## src/rtl/bf_cfg_loader.sv

```systemverilog
// Double-buffered butterfly-network config loader: frames of per-stage beats fill a shadow
// bank that is swapped into the active bank on request. Define BF_CFG_SKEW_EN to skew stage k by k cycles.
module bf_cfg_loader #(
    parameter int DATA_WIDTH = 32,
    parameter int NUM_STAGES = 9
) (
    input  logic                                   clk,
    input  logic                                   rst,
    input  logic                                   cfg_in_valid,
    output logic                                   cfg_in_ready,
    input  logic [DATA_WIDTH/2-1:0]                cfg_in_data,
    input  logic                                   cfg_in_last,
    input  logic                                   swap_req,
    output logic [NUM_STAGES*(DATA_WIDTH/2)-1:0]   cfg_out,
    output logic                                   swap_done,
    output logic                                   frame_err,
    output logic [3:0]                             epoch,
    output logic [1:0]                             state_dbg
);

    localparam int SW     = DATA_WIDTH / 2;
    localparam int BANK_W = NUM_STAGES * SW;
    localparam int IDX_W  = $clog2(NUM_STAGES + 1);
    localparam logic [IDX_W-1:0] LAST_IDX = IDX_W'(NUM_STAGES - 1);

    typedef enum logic [1:0] {
        IDLE = 2'd0,
        LOAD = 2'd1,
        FULL = 2'd2
    } state_t;

    state_t              state_q, state_d;
    logic [IDX_W-1:0]    idx_q;
    logic [BANK_W-1:0]   shadow_q;
    logic [BANK_W-1:0]   active_q;
    logic                swap_done_q;
    logic                frame_err_q;
    logic [3:0]          epoch_q;

    logic accept;
    logic at_last;
    logic bad_beat;
    logic good_last;
    logic do_swap;

    // Handshake: a beat transfers on a rising edge where cfg_in_valid && cfg_in_ready;
    // ready depends only on state, never on valid, so it is stable within a cycle.
    assign cfg_in_ready = (state_q != FULL);
    assign accept       = cfg_in_valid && cfg_in_ready;
    assign at_last      = (idx_q == LAST_IDX);
    assign bad_beat     = accept && (cfg_in_last != at_last);
    assign good_last    = accept && cfg_in_last && at_last;
    assign do_swap      = (state_q == FULL) && swap_req;

    always_comb begin
        state_d = state_q;
        unique case (state_q)
            IDLE: begin
                if (bad_beat)       state_d = IDLE;
                else if (good_last) state_d = FULL;
                else if (accept)    state_d = LOAD;
            end
            LOAD: begin
                if (bad_beat)       state_d = IDLE;
                else if (good_last) state_d = FULL;
            end
            FULL: begin
                if (swap_req)       state_d = IDLE;
            end
            default:                state_d = IDLE;
        endcase
    end

    always_ff @(posedge clk) begin
        if (rst) begin
            state_q     <= IDLE;
            idx_q       <= '0;
            shadow_q    <= '0;
            active_q    <= '0;
            swap_done_q <= 1'b0;
            frame_err_q <= 1'b0;
            epoch_q     <= 4'd0;
        end else begin
            state_q     <= state_d;
            swap_done_q <= do_swap;
            frame_err_q <= bad_beat;
            if (do_swap) begin
                active_q <= shadow_q;
                epoch_q  <= epoch_q + 4'd1;
            end
            // A malformed frame throws away everything gathered so far.
            if (bad_beat) begin
                shadow_q <= '0;
                idx_q    <= '0;
            end else if (accept) begin
                shadow_q[idx_q*SW +: SW] <= cfg_in_data;
                idx_q <= good_last ? '0 : idx_q + IDX_W'(1);
            end
        end
    end

    assign swap_done = swap_done_q;
    assign frame_err = frame_err_q;
    assign epoch     = epoch_q;
    assign state_dbg = state_q;

`ifdef BF_CFG_SKEW_EN
    // Stage k sees the active bank k cycles late, tracking a wavefront through piped stages.
    for (genvar k = 0; k < NUM_STAGES; k++) begin : g_stage
        if (k == 0) begin : g_direct
            assign cfg_out[0 +: SW] = active_q[0 +: SW];
        end else begin : g_delay
            logic [SW-1:0] sr_q [k];
            always_ff @(posedge clk) begin
                if (rst) begin
                    for (int j = 0; j < k; j++) sr_q[j] <= '0;
                end else begin
                    sr_q[0] <= active_q[k*SW +: SW];
                    for (int j = 1; j < k; j++) sr_q[j] <= sr_q[j-1];
                end
            end
            assign cfg_out[k*SW +: SW] = sr_q[k-1];
        end
    end
`else
    assign cfg_out = active_q;
`endif

endmodule

```

## config.mk

```make
export PLATFORM = sky130hd
export DESIGN_NAME = bf_cfg_loader
export DESIGN_NICKNAME = d
export VERILOG_FILES = /design/src/rtl/bf_cfg_loader.sv
export SDC_FILE = /design/constraint.sdc
export NUM_CORES = 1
export LEC_CHECK = 0
export ABC_AREA = 1
export CAP_MARGIN = 20
export CORE_ASPECT_RATIO = 2
export CORE_MARGIN = 2
export CORE_UTILIZATION = 54
export DETAILED_ROUTE_END_ITERATION = 8
export PLACE_DENSITY = 0.88
export SLEW_MARGIN = 15
export SYNTH_ARGS = -nofsm -noshare
export SYNTH_HDL_FRONTEND = slang
export SYNTH_SLANG_ARGS = --single-unit
export TNS_END_PERCENT = 10
```

## constraint.sdc

```tcl
create_clock -name clk -period 2.5 [get_ports clk]
set_input_delay 0.5 -clock clk [delete_from_list [all_inputs] [get_ports clk]]
set_output_delay 0.5 -clock clk [all_outputs]
set_load 0.02 [all_outputs]
```

== After elaboration in Yosys (flattened, before gate mapping) ==
Index checks and enable logic that the tools add are counted.

* Order comparisons: 0
* Divide/modulo/power cells: 0
* Reductions and logical operators: 8
* Multipliers: 0
* Shift operators: 2
* Bitwise gates (word level): 0
* Add/sub/neg operators: 3
* Eq/ne operators: 8
* Mux-type cells: 9

{| class="wikitable"
|+ Operators by type and width
! operator !! count
|-
| bitwise mux 144 bit || 1
|-
| variable shift 16 x 34 -> 144 bit (first input constant) || 1
|-
| indexed part select 16 x 34 -> 144 bit || 1
|-
| negator 8 -> 34 bit || 1
|-
| two-way mux 2 bit || 6
|-
| adder 4 x 1 -> 4 bit (second input constant) || 2
|-
| case mux 2 bit (3 select lines) || 1
|-
| logical AND 1 bit || 5
|-
| equality test 4 bit (second input constant) || 1
|-
| two-way mux 4 bit || 1
|-
| inequality test 2 bit (second input constant) || 2
|-
| inequality test 4 bit (second input constant) || 1
|-
| inequality test 3 bit (second input constant) || 1
|-
| AND reduction 3 bit || 1
|-
| equality test 2 x 1 -> 1 bit (second input constant) || 1
|-
| equality test 2 bit (second input constant) || 1
|-
| logical NOT 2 bit || 1
|-
| OR reduction 2 bit || 1
|-
| inequality test 1 bit || 1
|}

* Register bits: 300
* Bits in writable memories: 0
* ROM bits: 0
* Output and inout bits: 153
* Memories kept: 0
* Latch bits: 0
* Logic and storage cells: 37

== Longest topological paths before layout ==
* Word-level depth: 7
* Gate-level depth with buffers: 13

== Worst setup path after synthesis ==
No wires, ideal clock.

* Kind: register -> register
* Start: register idx_q[0]
* End: register shadow_q[4]
* Cell stages (with the launch flop): 12
* Clock period less this slack: 2.045 ns
* Data required time: 2.368 ns
* Path slack: 0.455 ns
* Path buffers: 1
* Arrival time: 1.913 ns
* Setup time: 0.132 ns
* Cell sequence: dfxtp_1 inv_2 nand2_1 inv_1 ha_1 nor2_1 nand2_1 nor2_2 nand2_1 buf_2 a21oi_1 nor3_1

* Longest elaborated chain between the ends: 4
* Elaborated cells between the ends (all ways): 8
* Classes of those cells: add/sub (1); eq/ne (2); shift (2); mux (1); reduce/logical (2)

{| class="wikitable"
|+ RTL lines
! what !! line !! text
|-
| start: declaration || 33 || <nowiki>logic [IDX_W-1:0] idx_q;</nowiki>
|-
| start signal: assignment || 97 || <nowiki>idx_q <= good_last ? '0 : idx_q + IDX_W'(1);</nowiki>
|-
| branches (longest 4 deep; another with negator 8 -> 34 bit) || -- ||
|-
| end signal: indexed assignment || 96 || <nowiki>shadow_q[idx_q*SW +: SW] <= cfg_in_data;</nowiki>
|-
| end: declaration || 34 || <nowiki>logic [BANK_W-1:0] shadow_q;</nowiki>
|}

Parallel ways; which one is timed is not known.
A chain may end at the register's enable or synchronous reset.

== Worst setup path in the final report ==
* Start: register state_q[0] (netlist: state_dbg[0])
* End: output port cfg_in_ready

* Longest elaborated chain between the ends: 1

{| class="wikitable"
|+ RTL lines
! what !! line !! text
|-
| start: declaration || 32 || <nowiki>state_t state_q, state_d;</nowiki>
|-
| start signal: assignment || 84 || <nowiki>state_q <= state_d;</nowiki>
|-
| inequality test 2 bit || 48 || <nowiki>assign cfg_in_ready = (state_q != FULL);</nowiki>
|-
| end: declaration || 10 || <nowiki>output logic cfg_in_ready,</nowiki>
|}

No other way between the ends.

==> flow_summary.html <==
<table>
<tr><th>Metric</th><th>Value</th></tr>
<tr><th colspan="2">Power and ir drop</th></tr>
<tr><td>Worst vdd rail ir drop</td><td>0.000477 V</td></tr>
<tr><td>Pwr per Cell Area</td><td>650 nW/µm²</td></tr>
<tr><td>Static leakage power</td><td>~5.4 nW</td></tr>
<tr><th colspan="2">Logic synthesis</th></tr>
<tr><td>Top cells by area, synth</td><td>sky130_fd_sc_hd__dfxtp_1 (53%), sky130_fd_sc_hd__nand2_1 (13%), sky130_fd_sc_hd__nor2_1 (9.2%)</td></tr>
<tr><td>Most instantiated cells after synthesis</td><td>sky130_fd_sc_hd__nand2_1 (399), sky130_fd_sc_hd__dfxtp_1 (300), sky130_fd_sc_hd__nor2_1 (279), sky130_fd_sc_hd__a21oi_1 (197), sky130_fd_sc_hd__o21ai_0 (77)</td></tr>
<tr><td>Number of synthesized flops with an enable pin</td><td>0</td></tr>
<tr><td>Flip-flop and latch count after synthesis</td><td>300</td></tr>
<tr><td>Number of distinct library cells after synthesis</td><td>28</td></tr>
<tr><td>Sequential-to-total area share from yosys stat</td><td>between 50 and 60%</td></tr>
<tr><td>Flip-flop cell with the highest count after synthesis</td><td>sky130_fd_sc_hd__dfxtp_1</td></tr>
<tr><td>Synthesized area per cell</td><td>7.39 µm²</td></tr>
<tr><td>Area fraction of the dominant cell type after synthesis</td><td>52.8%</td></tr>
<tr><td>Leading cell type by number of instances after synthesis</td><td>sky130_fd_sc_hd__nand2_1</td></tr>
<tr><td>Ys async rst share</td><td>0%</td></tr>
<tr><td>Yosys top cell by area</td><td>sky130_fd_sc_hd__dfxtp_1</td></tr>
<tr><td>Net count after synthesis</td><td>approximately 1600</td></tr>
<tr><td>Number of warnings issued by yosys</td><td>0</td></tr>
<tr><td>Netlist Area Pre-Place</td><td>11400 µm²</td></tr>
<tr><td>Synthesized netlist cell count</td><td>1541</td></tr>
<tr><th colspan="2">Floorplan</th></tr>
<tr><td>Standard-cell row count</td><td>75</td></tr>
<tr><td>Die width</td><td>107 µm</td></tr>
<tr><td>Die span in y</td><td>209 µm</td></tr>
<tr><td>CORE AREA</td><td>20800 µm²</td></tr>
<tr><td>Io pins</td><td>approximately 170</td></tr>
<tr><td>Die area</td><td>approximately 22000 µm²</td></tr>
<tr><td>Starting utilization of the core area</td><td>between 50% and 60%</td></tr>
<tr><th colspan="2">Worst setup path</th></tr>
<tr><td>Slowest cell on the critical path</td><td>sky130_fd_sc_hd__clkdlybuf4s50_1</td></tr>
<tr><td>Critical path data arrival time</td><td>1.89 ns</td></tr>
<tr><td>Startpoint kind of the worst setup timing path</td><td>register</td></tr>
<tr><td>Delay of the slowest cell on the worst path</td><td>0.67 ns</td></tr>
<tr><td>Crit. End Element</td><td>output port</td></tr>
<tr><td>Category of the critical setup timing path</td><td>register to output port</td></tr>
<tr><td>R2r setup slk</td><td>approximately 0.28 ns</td></tr>
<tr><td>Critical path required time</td><td>2.00 ns</td></tr>
<tr><td>Critical path cell sequence</td><td>inv_2 -&gt; nand2_2 -&gt; clkdlybuf4s50_1</td></tr>
<tr><td>Peak fanout along the critical path</td><td>6</td></tr>
<tr><th colspan="2">Placement</th></tr>
<tr><td>Gp weighted congestion</td><td>0.918</td></tr>
<tr><td>Total of buffers placed on input and output ports</td><td>173</td></tr>
<tr><td>HPWL after detailed placement</td><td>22100 µm</td></tr>
<tr><th colspan="2">STA</th></tr>
<tr><td>Tightest slew margin relative to the limit</td><td>53.9%</td></tr>
<tr><td>Post-route worst hold slack</td><td>0.455 ns</td></tr>
<tr><td>Slew at the pin with the worst max-slew slack</td><td>0.690 ns</td></tr>
<tr><td>Final period demand of the worst path</td><td>roughly 2.4 ns</td></tr>
<tr><td>Clock skew after layout</td><td>0.0110 ns</td></tr>
<tr><td>Part of the cycle the worst path needs</td><td>95.4%</td></tr>
<tr><td>Final Hold Viols</td><td>0</td></tr>
<tr><td>Final number of setup-violating endpoints</td><td>0</td></tr>
<tr><td>Post-route setup TNS</td><td>0 ns</td></tr>
<tr><td>Max Clk Rate</td><td>419 MHz</td></tr>
<tr><td>Number of max-slew violations in the final report</td><td>0</td></tr>
<tr><td>Unrepaired setup endpoints after global routing</td><td>no</td></tr>
<tr><th colspan="2">Final layout</th></tr>
<tr><td>End-of-flow core utilization</td><td>67.7%</td></tr>
<tr><td>Layout Nets</td><td>1700</td></tr>
<tr><td>Ratio of cells with drive above 1 in the final layout</td><td>6.16%</td></tr>
<tr><td>Area added between synthesis and finish</td><td>23.8%</td></tr>
<tr><th colspan="2">Detailed routing</th></tr>
<tr><td>TritonRoute pass-1 iters</td><td>5</td></tr>
<tr><td>Number of DRC violations after detailed-routing iteration 0</td><td>around 650</td></tr>
<tr><td>Vias/cell</td><td>5.42</td></tr>
<tr><td>Remaining antenna violation count after routing</td><td>0</td></tr>
<tr><td>Post-detailed-routing wire length</td><td>32200 µm</td></tr>
<tr><td># DRC</td><td>0</td></tr>
<tr><td>Average wire length per cell after detail routing</td><td>16.4 µm</td></tr>
<tr><td>Vias</td><td>10600</td></tr>
<tr><th colspan="2">GRT</th></tr>
<tr><td>Layer carrying the most global-route usage</td><td>met2</td></tr>
<tr><td>Vias in the first global route</td><td>10200</td></tr>
<tr><td>Maximum number of pins on one net before global-route repair</td><td>112</td></tr>
<tr><td>Wire length of the first global-routing pass</td><td>50700 µm</td></tr>
<tr><td>Met3 track utilization from global routing</td><td>3.70%</td></tr>
<tr><td>Global-route met2 utilization</td><td>slightly below 50%</td></tr>
<tr><td>GRT met1 Usage</td><td>~30%</td></tr>
<tr><td>Antenna violations before repair</td><td>0</td></tr>
<tr><td>Overall routing resource usage</td><td>between 20 and 30%</td></tr>
<tr><td>Remaining global-route overflow</td><td>0</td></tr>
<tr><th colspan="2">Clocking</th></tr>
<tr><td>Number of buffers inserted by post-CTS setup repair</td><td>0</td></tr>
<tr><td>Clock Pin Slew Worst Setup and Hold Paths</td><td>0.07 ns</td></tr>
<tr><td>Clk sinks</td><td>300</td></tr>
<tr><td>Clk_lat worst skew</td><td>0.54 ns</td></tr>
<tr><td>Cts repair resizes</td><td>0</td></tr>
<tr><td>Num CTS Buffers</td><td>24</td></tr>
<tr><td>TritonCTS clock tree</td><td>built</td></tr>
<tr><td>H-Tree Level Count</td><td>1</td></tr>
<tr><td>Buffer depth of the longest clock path</td><td>3</td></tr>
<tr><td>Master cell of the clock root buffer</td><td>sky130_fd_sc_hd__clkbuf_16</td></tr>
<tr><td>Hold bufs inserted after CTS</td><td>0</td></tr>
<tr><th colspan="2">Job</th></tr>
<tr><td>Max_cap viols</td><td>0</td></tr>
<tr><th colspan="2">Hold path</th></tr>
<tr><td>Hold crit path type</td><td>register to register</td></tr>
<tr><th colspan="2">Status</th></tr>
<tr><td>Run status</td><td>completed</td></tr>
</table>
## per-stage QoR
stage	instances	worst slack, ns	instance area, µm²	total power, mW
floorplan	1541	0.455	11400	5.33
global placement	1918	0.287	13300	5.55
detailed placement	1918	0.266	13300	5.56
CTS	1957	0.111	14100	9.18
global route	1957	0.0685	14100	9.43
finish	1959	0.114	14100	9.17
## path summary, 6_finish.rpt
kind | from | end | cells after the start
worst max-delay path | state_dbg[0]$_SDFFE_PP0P_ | cfg_in_ready | 3
worst min-delay path | shadow_q[78]$_SDFFE_PP0P_ | cfg_out[78]$_SDFFE_PP0P_ | 2
worst max register to register | idx_q[1]$_SDFFE_PP0N_ | shadow_q[95]$_SDFFE_PP0P_ | 10
worst min register to register | shadow_q[78]$_SDFFE_PP0P_ | cfg_out[78]$_SDFFE_PP0P_ | 2
## metal layers
layer	wire [µm]	up-vias
li1	-	5145
met1	11000	4877
met2	16400	442
met3	1910	157
met4	2810	0
met5	0	-
## sequential cells by signal, indices dropped and copies added (netlist names)
register and cells:
state_dbg 2, epoch 4, idx_q 4, cfg_out 144, shadow_q 144, swap_done 1
frame_err 1
## layout by cell type, fill, tap and decap left out, drive strengths merged, types with 2 or more instances in the layout
master / instances
inv: 82
o21ai: 86
clkbuf: 37
ha: 4
nor2: 291
clkdlybuf4s50: 172
a21oi: 198
clkinv: 3
buf: 30
nand2: 410
dfxtp: 300
nor3: 24
nand4: 3
diode: 2
nand3: 44
xor2: 2
## cell families (layout without fill, tap and decap cells)
| group | after synthesis | count (layout) | share of synthesized area, % |
|---|---|---|---|
| adder cells (fa/ha/maj) | 4 | 4 | 0.440 |
| other | 0 | 2 | 0 |
| AO/OA/AOI/OAI | 286 | 286 | 12.6 |
| XOR/XNOR | 2 | 2 | 0.154 |
| buffers and inverters | 177 | 324 | 6.54 |
| flip-flops | 300 | 300 | 52.8 |
| AND/OR/NAND/NOR | 772 | 772 | 27.5 |
## area by class of cell
cell class                      instances  area [µm²]
Multi-Input combinational cell       1064        4650
Sequential cell                       300        6010
Timing Repair Buffer                  202        2030
Inverter                               83         315
Clock buffer                           37         741
Tap cell                              269         337
Fill cell                            1741        6740
Clock inverter                          2        10.0
Antenna cell                            2        5.00
## power by group
group	total (mW)	internal, mW	leakage, nW	switching (mW)
logic	0.617	0.189	2.65	0.428
clock network	3.70	2.02	0.372	1.68
registers	4.85	4.82	2.42	0.0278
total	9.17	7.03	5.44	2.13
## worst max-delay path, delay by kind of cell (launching register included)
family        cells  cell delay [ns]
flops             1             0.44
simple gates      1             0.13
buf+inv           2             0.77
No activity file was read; power rests on OpenSTA's default activity.
